===== src/rtl/idli_pkg.sv =====
// Shared types and constants for the idli SQI memory controller.
// Opcodes, state encoding, beat counter type and small state/layout helpers.
package idli_pkg;

  localparam logic [7:0] SQI_OP_READ  = 8'h03;
  localparam logic [7:0] SQI_OP_WRITE = 8'h02;

  localparam int SQI_CMD_BEATS  = 2;
  localparam int SQI_ADDR_BEATS = 6;
  localparam int SQI_DATA_BEATS = 2;

  typedef enum logic [2:0] {
    ST_IDLE,
    ST_CMD,
    ST_ADDR,
    ST_DUMMY,
    ST_RDATA,
    ST_WDATA,
    ST_GAP
  } idli_sqi_state_t;

  typedef logic [2:0] idli_beat_t;

  // States in which the chips are selected and sck toggles.
  function automatic logic idli_busy(input idli_sqi_state_t s);
    return (s == ST_CMD) || (s == ST_ADDR) || (s == ST_DUMMY) ||
           (s == ST_RDATA) || (s == ST_WDATA);
  endfunction

  function automatic logic idli_drives(input idli_sqi_state_t s);
    return (s == ST_CMD) || (s == ST_ADDR) || (s == ST_WDATA);
  endfunction

  // Split-lane layout: high byte feeds chip1 lane, low byte feeds chip0 lane.
  function automatic logic [31:0] idli_wdata_layout(input logic [15:0] w);
    return {w[15:8], 8'h00, w[7:0], 8'h00};
  endfunction

endpackage


===== src/rtl/idli_sqi_shift_m.sv =====
// 32-bit nibble shift register: chained mode serialises cmd/addr nibbles,
// split mode runs two 16-bit lanes (chip1 high, chip0 low) for data beats.
module idli_sqi_shift_m (
  input  logic        i_clk,
  input  logic        i_load,
  input  logic [31:0] i_load_val,
  input  logic        i_shift,
  input  logic        i_split,
  input  logic [7:0]  i_nib,
  output logic [7:0]  o_tx,
  output logic [7:0]  o_rx
);

  logic [31:0] r_q;
  logic [3:0]  w_in_hi;
  logic [3:0]  w_in_lo;

  always_comb begin
    w_in_hi = i_split ? i_nib[7:4] : r_q[15:12];
    w_in_lo = i_split ? i_nib[3:0] : 4'h0;
  end

  always_ff @(posedge i_clk) begin
    if (i_load) begin
      r_q <= i_load_val;
    end else if (i_shift) begin
      r_q <= {r_q[27:16], w_in_hi, r_q[11:0], w_in_lo};
    end
  end

  assign o_tx = {r_q[31:28], r_q[15:12]};
  assign o_rx = {r_q[19:16], r_q[3:0]};

endmodule


===== src/rtl/idli_sqi_ctrl_m.sv =====
// Core-side SQI controller: 16-bit word reads/writes over two 4-bit SQI SRAMs
// in lockstep (chip1 on sio[7:4] = high byte, chip0 on sio[3:0] = low byte).
module idli_sqi_ctrl_m
  import idli_pkg::*;
#(
  parameter int DUMMY_BEATS  = 2,
  parameter int CS_GAP_BEATS = 1
) (
  input  logic        i_sqi_gck,
  input  logic        i_sqi_rst_n,
  input  logic        i_sqi_req_vld,
  output logic        o_sqi_req_rdy,
  input  logic        i_sqi_req_wr,
  input  logic [15:0] i_sqi_req_addr,
  input  logic [15:0] i_sqi_req_data,
  output logic        o_sqi_rsp_vld,
  output logic [15:0] o_sqi_rsp_data,
  output logic        o_sqi_sck,
  output logic        o_sqi_cs,
  output logic        o_sqi_sio_oe,
  output logic [7:0]  o_sqi_sio,
  input  logic [7:0]  i_sqi_sio
);

  localparam idli_beat_t LAST_CMD   = idli_beat_t'(SQI_CMD_BEATS - 1);
  localparam idli_beat_t LAST_ADDR  = idli_beat_t'(SQI_ADDR_BEATS - 1);
  localparam idli_beat_t LAST_DUMMY = idli_beat_t'(DUMMY_BEATS - 1);
  localparam idli_beat_t LAST_DATA  = idli_beat_t'(SQI_DATA_BEATS - 1);
  localparam idli_beat_t LAST_GAP   = idli_beat_t'(CS_GAP_BEATS - 1);

  idli_sqi_state_t r_state;
  idli_sqi_state_t w_nxt_state;
  logic            r_phase;
  logic            w_nxt_phase;
  idli_beat_t      r_beat;
  idli_beat_t      w_nxt_beat;
  logic            r_wr;
  logic [15:0]     r_wdata;
  logic            r_sck;
  logic            r_cs;
  logic            r_oe;
  logic            r_rsp_vld;
  logic [15:0]     r_rsp_data;

  logic            w_last;
  logic            w_accept;
  logic            w_done;
  logic            w_load;
  logic [31:0]     w_load_val;
  logic            w_shift;
  logic            w_split;
  logic [7:0]      w_tx;
  logic [7:0]      w_rx;
  logic [15:0]     w_rdata;
  logic [7:0]      w_sio;

  idli_sqi_shift_m u_shift (
    .i_clk      (i_sqi_gck),
    .i_load     (w_load),
    .i_load_val (w_load_val),
    .i_shift    (w_shift),
    .i_split    (w_split),
    .i_nib      (i_sqi_sio),
    .o_tx       (w_tx),
    .o_rx       (w_rx)
  );

  // Final read word: previous beat's nibbles plus the ones on the bus now.
  assign w_rdata = {w_rx[7:4], i_sqi_sio[7:4], w_rx[3:0], i_sqi_sio[3:0]};

  always_comb begin
    w_nxt_state = r_state;
    w_nxt_phase = r_phase;
    w_nxt_beat  = r_beat;
    w_last      = 1'b0;
    w_accept    = 1'b0;
    w_done      = 1'b0;
    w_load      = 1'b0;
    w_load_val  = '0;
    w_shift     = 1'b0;
    w_split     = 1'b0;

    case (r_state)
      ST_CMD:   w_last = (r_beat == LAST_CMD);
      ST_ADDR:  w_last = (r_beat == LAST_ADDR);
      ST_DUMMY: w_last = (r_beat == LAST_DUMMY);
      ST_RDATA: w_last = (r_beat == LAST_DATA);
      ST_WDATA: w_last = (r_beat == LAST_DATA);
      ST_GAP:   w_last = (r_beat == LAST_GAP);
      default:  w_last = 1'b0;
    endcase

    if (r_state == ST_IDLE) begin
      w_nxt_phase = 1'b0;
      w_nxt_beat  = '0;
      if (i_sqi_req_vld) begin
        w_accept    = 1'b1;
        w_nxt_state = ST_CMD;
        w_load      = 1'b1;
        w_load_val  = {(i_sqi_req_wr ? SQI_OP_WRITE : SQI_OP_READ), 8'h00, i_sqi_req_addr};
      end
    end else if (!r_phase) begin
      w_nxt_phase = 1'b1;
    end else begin
      // End of a beat's high phase: sample/shift, then advance beat or state.
      w_nxt_phase = 1'b0;
      w_nxt_beat  = r_beat + 3'd1;
      w_shift     = (r_state == ST_CMD) || (r_state == ST_ADDR) ||
                    (r_state == ST_RDATA) || (r_state == ST_WDATA);
      w_split     = (r_state == ST_RDATA) || (r_state == ST_WDATA);
      if (w_last) begin
        w_nxt_beat = '0;
        case (r_state)
          ST_CMD: w_nxt_state = ST_ADDR;
          ST_ADDR: begin
            if (r_wr) begin
              w_nxt_state = ST_WDATA;
              w_load      = 1'b1;
              w_load_val  = idli_wdata_layout(r_wdata);
            end else begin
              w_nxt_state = (DUMMY_BEATS == 0) ? ST_RDATA : ST_DUMMY;
            end
          end
          ST_DUMMY: w_nxt_state = ST_RDATA;
          ST_RDATA, ST_WDATA: begin
            w_nxt_state = ST_GAP;
            w_done      = 1'b1;
          end
          default: w_nxt_state = ST_IDLE;
        endcase
      end
    end
  end

  // Pin-facing registers are computed from the next state so cs/sck/oe are glitch-free.
  always_ff @(posedge i_sqi_gck or negedge i_sqi_rst_n) begin
    if (!i_sqi_rst_n) begin
      r_state    <= ST_IDLE;
      r_phase    <= 1'b0;
      r_beat     <= '0;
      r_wr       <= 1'b0;
      r_sck      <= 1'b0;
      r_cs       <= 1'b1;
      r_oe       <= 1'b0;
      r_rsp_vld  <= 1'b0;
      r_rsp_data <= '0;
    end else begin
      r_state   <= w_nxt_state;
      r_phase   <= w_nxt_phase;
      r_beat    <= w_nxt_beat;
      r_sck     <= idli_busy(w_nxt_state) & w_nxt_phase;
      r_cs      <= ~idli_busy(w_nxt_state);
      r_oe      <= idli_drives(w_nxt_state);
      r_rsp_vld <= w_done;
      if (w_accept) begin
        r_wr <= i_sqi_req_wr;
      end
      if (w_done && !r_wr) begin
        r_rsp_data <= w_rdata;
      end
    end
  end

  always_ff @(posedge i_sqi_gck) begin
    if (w_accept) begin
      r_wdata <= i_sqi_req_data;
    end
  end

  // Cmd/addr nibbles broadcast to both chips; data beats use the split lanes.
  always_comb begin
    w_sio = 8'h00;
    if (r_oe) begin
      w_sio = (r_state == ST_WDATA) ? w_tx : {w_tx[7:4], w_tx[7:4]};
    end
  end

  assign o_sqi_req_rdy  = (r_state == ST_IDLE);
  assign o_sqi_rsp_vld  = r_rsp_vld;
  assign o_sqi_rsp_data = r_rsp_data;
  assign o_sqi_sck      = r_sck;
  assign o_sqi_cs       = r_cs;
  assign o_sqi_sio_oe   = r_oe;
  assign o_sqi_sio      = w_sio;

endmodule

===== config.mk =====
export PLATFORM = sky130hd
export DESIGN_NAME = idli_sqi_ctrl_m
export DESIGN_NICKNAME = d
export VERILOG_FILES = /design/src/rtl/idli_pkg.sv /design/src/rtl/idli_sqi_shift_m.sv /design/src/rtl/idli_sqi_ctrl_m.sv
export SDC_FILE = /design/constraint.sdc
export NUM_CORES = 1
export LEC_CHECK = 0
export CORE_ASPECT_RATIO = 1.25
export CORE_UTILIZATION = 50
export CTS_CLUSTER_SIZE = 8
export DETAILED_ROUTE_END_ITERATION = 10
export GPL_TIMING_DRIVEN = 0
export HOLD_SLACK_MARGIN = 0.02
export MAX_ROUTING_LAYER = met4
export PLACE_DENSITY = 0.89
export RECOVER_POWER = 25
export SLEW_MARGIN = 20
export SYNTH_ARGS = -nofsm -noshare
export SYNTH_HDL_FRONTEND = slang
export SYNTH_HIERARCHICAL = 1
export SYNTH_SLANG_ARGS = --single-unit

===== constraint.sdc =====
create_clock -name i_sqi_gck -period 6.1 [get_ports i_sqi_gck]
set_input_delay 1.83 -clock i_sqi_gck [delete_from_list [all_inputs] [get_ports i_sqi_gck]]
set_output_delay 1.83 -clock i_sqi_gck [all_outputs]
set_load 0.02 [all_outputs]

==> flow_metrics.py <==
metrics = {
    "sta": {
        "period_share_pct": 74.7,
        "max_freq_mhz": 219,
        "setup_violations": 0,
        "finClkSkew_ns": 0.00728,
        "worst_slew_pin_slew_ns": 1.54,
        "layout_setup_ws_ns": 1.54,
        "rsz0062_at_grt": "false",
        "relSlewSlack_pct": -2.66,
        "layout_min_cycle_time_ns": 4.56,
        "final_max_slew_viol_count": 29,
        "hold_viol_final": 0,
        "setup_tns_ns": 0,
    },
    "worst_hold_path": {
        "hp-class": "flop to flop",
    },
    "critical_path": {
        "path_class": "flop to output pin",
        "crit_path_start_kind": "flop",
        "worst_ep_arrival_time_ns": 2.73,
        "crit_fanout": 10,
        "worstSetupEndpointType": "output pin",
        "required_ns": 4.27,
    },
    "die": {
        "core_um2": 7060,
        "die_w_um": 79.0,
        "die_h_um": 98.3,
        "rows": 34,
        "initial_core_util_pct": 52.5,
        "die_area_um2": 7760,
        "ioPinCount": 73,
    },
    "power": {
        "power.clock.fraction_pct": 17.3,
        "p_int_w": 0.00146,
        "power_density_nw_per_um2": 458,
        "pwr-share-seq_pct": 42.3,
        "p_sw_share_pct": 33.1,
        "combinationalPowerShare_pct": 40.3,
        "irDropWorstVdd_mv": 0.247,
        "p_leak_nw": 1.93,
        "p_sw_w": 0.000720,
    },
    "clock_tree": {
        "postCtsSetupBuffers": 0,
        "ctsHoldBuffers": 0,
        "h-tree-depth": 3,
        "cts.sinks": 76,
        "cts-resized-gates": 0,
        "cts_tree": "built",
        "cts_root_buffer": "clkbuf_8",
        "clk_pin_slew_ns": 0.08,
        "max-clock-path-buffers": 2,
        "cts-buffers-inserted": 9,
        "clock_latency_ns": 0.35,
    },
    "drt": {
        "first_pass_iters": 4,
        "vias": 2420,
        "wire_per_inst_um": 16.4,
        "final_antenna_net_count": 0,
        "dr.first_iter.drc_count": 116,
        "via_per_inst": 5.32,
        "route.final.wire_length_um": 7470,
        "drcViolationCount": 0,
    },
    "outcome": {
        "status": "finished with violations",
        "violations": "max-capacitance violations, max-slew violations",
    },
    "cells_and_area": {
        "drive_gt1_share_pct": 25.5,
        "final_cell_mix": "59 x clkdlybuf4s50_1, 48 x edfxtp_1, 27 x dfrtp_1, 25 x mux2_2, 19 x nand2_1",
        "antenna_cells": 0,
        "layout_commonest_cell": "clkdlybuf4s50_1",
        "areaGrowthSynthToFinish_pct": 28.1,
        "nFillCells": 523,
        "nNetsFinal": 407,
    },
    "placement": {
        "place_congestion": 0.825,
        "dp_slack_ns": 1.88,
        "io_buffers": 72,
        "dp_hpwl_um": 5340,
    },
    "global_route": {
        "grt_pass1_vias": 2447,
        "overflow": 0,
        "grt_use_total_pct": 21.5,
        "grt_pass1_wl_um": 12000,
        "antenna_found_initial": 0,
        "grt_max_degree": 33,
    },
    "synthesis": {
        "synth_warnings": 6,
        "ys_seq_area_share_pct": 57.8,
        "ys_ff_latch": 76,
        "avgSynthCellArea_um2": 13.7,
        "netlist_instances": 270,
        "netlist-cell-type-count": 46,
        "netlist_area_um2": 3710,
    },
    "job": {
        "maxCapViolations": 1,
    },
}
worst max-delay path, stage by stage, from the launching register on:
cell,delay [ns]
dfrtp_1,0.46
clkbuf_1,0.24
nor3_1,0.59
clkbuf_1,0.41
clkdlybuf4s50_1,0.69
layer usage:
metal / global-route usage (%) / share of wire (%) / up-vias
met3: 4.30 / 3.9 / 12
met5: - / 0 / -
met2: 35.4 / 53 / 91
met1: 25.7 / 41 / 1184
li1: - / - / 1133
met4: 8.53 / 1.8 / 0
Yosys cell counts (all sizes together):
library cell / instances / area [um^2]
or2: 2 / 12.5
edfxtp: 48 / 1440
o32ai: 1 / 8.76
conb: 1 / 3.75
nand3b: 2 / 15.0
mux2: 42 / 537
and3: 8 / 50.1
buf: 26 / 213
nand2b: 2 / 12.5
and2: 10 / 62.6
a22o: 12 / 105
o21ba: 1 / 10.0
and4: 1 / 8.76
o31ai: 1 / 7.51
a211oi: 1 / 12.5
nand2: 19 / 71.3
nor2: 5 / 18.8
o41ai: 1 / 8.76
dfrtp: 27 / 676
dfstp: 1 / 26.3
ha: 3 / 37.5
inv: 10 / 37.5
clkbuf: 3 / 12.5
a21oi: 4 / 23.8
nor3: 4 / 31.3
nor2b: 5 / 41.3
a21o: 1 / 15.0
a32oi: 2 / 17.5
nand3: 6 / 30.0
mux2i: 5 / 50.1
a21boi: 5 / 37.5
a31oi: 2 / 27.5
o21ai: 9 / 45.0
final cells by class:
type	instances	area (um^2)	area share (%)
Multi-Input combinational cell	162	1320	27.8
Clock inverter	2	15.0	0.316
Clock buffer	14	184	3.87
Timing Repair Buffer	72	714	15.0
Buffer	29	225	4.74
Tap cell	90	113	2.37
Inverter	10	37.5	0.790
Sequential cell	76	2140	45.1
metrics by stage:
step / total power, W / hold WS [ns] / cells / util (%) / area, um^2
floorplan: 0.00152 / 0.525 / 277 / - / 3730
global placement: 0.00178 / 0.496 / 439 / 64.7 / 4570
detailed placement: 0.00181 / 0.490 / 439 / 64.6 / 4560
CTS: 0.00219 / 0.520 / 455 / 67.4 / 4760
global route: 0.00230 / 0.542 / 455 / 67.3 / 4750
finish: 0.00218 / 0.515 / 455 / 67.3 / 4750
cells by family after synthesis:
logic type	count (synthesis)	synth area share, %
compound gates	40	8.61
flops	76	57.8
simple gates	64	9.55
fa+ha+maj	3	1.01
buf+inv	39	7.09
mux	47	15.8
other cells	1	0.101
worst paths after layout:
path,cells after the start,from,slack [ns],to
setup reg to reg,11,r_beat[1],2.50,u_shift/r_q[17]
hold / removal,1,o_sqi_rsp_data[3],0.52,o_sqi_rsp_data[3]
hold reg to reg,1,o_sqi_rsp_data[3],0.52,o_sqi_rsp_data[3]
max in group asynchronous,1,i_sqi_rst_n,3.35,r_beat[0]
min in group asynchronous,1,i_sqi_rst_n,1.85,o_sqi_sio_oe
setup / recovery,4,r_state[0],1.54,o_sqi_req_rdy
registers in the layout, indices dropped and copies added, names as in the netlist, 3 cells and up:
register        count
r_state             3
r_beat              3
o_sqi_rsp_data     16
u_shift/r_q        32
r_wdata            16
power by group through the flow:
stage	registers, W	clock network (W)	logic [W]
floorplan	0.000927	0	0.000591
global placement	0.000927	0	0.000856
detailed placement	0.000931	0	0.000882
CTS	0.000923	0.000379	0.000888
global route	0.000942	0.000406	0.000950
finish	0.000922	0.000377	0.000879
No activity file was read; power rests on OpenSTA's default activity.
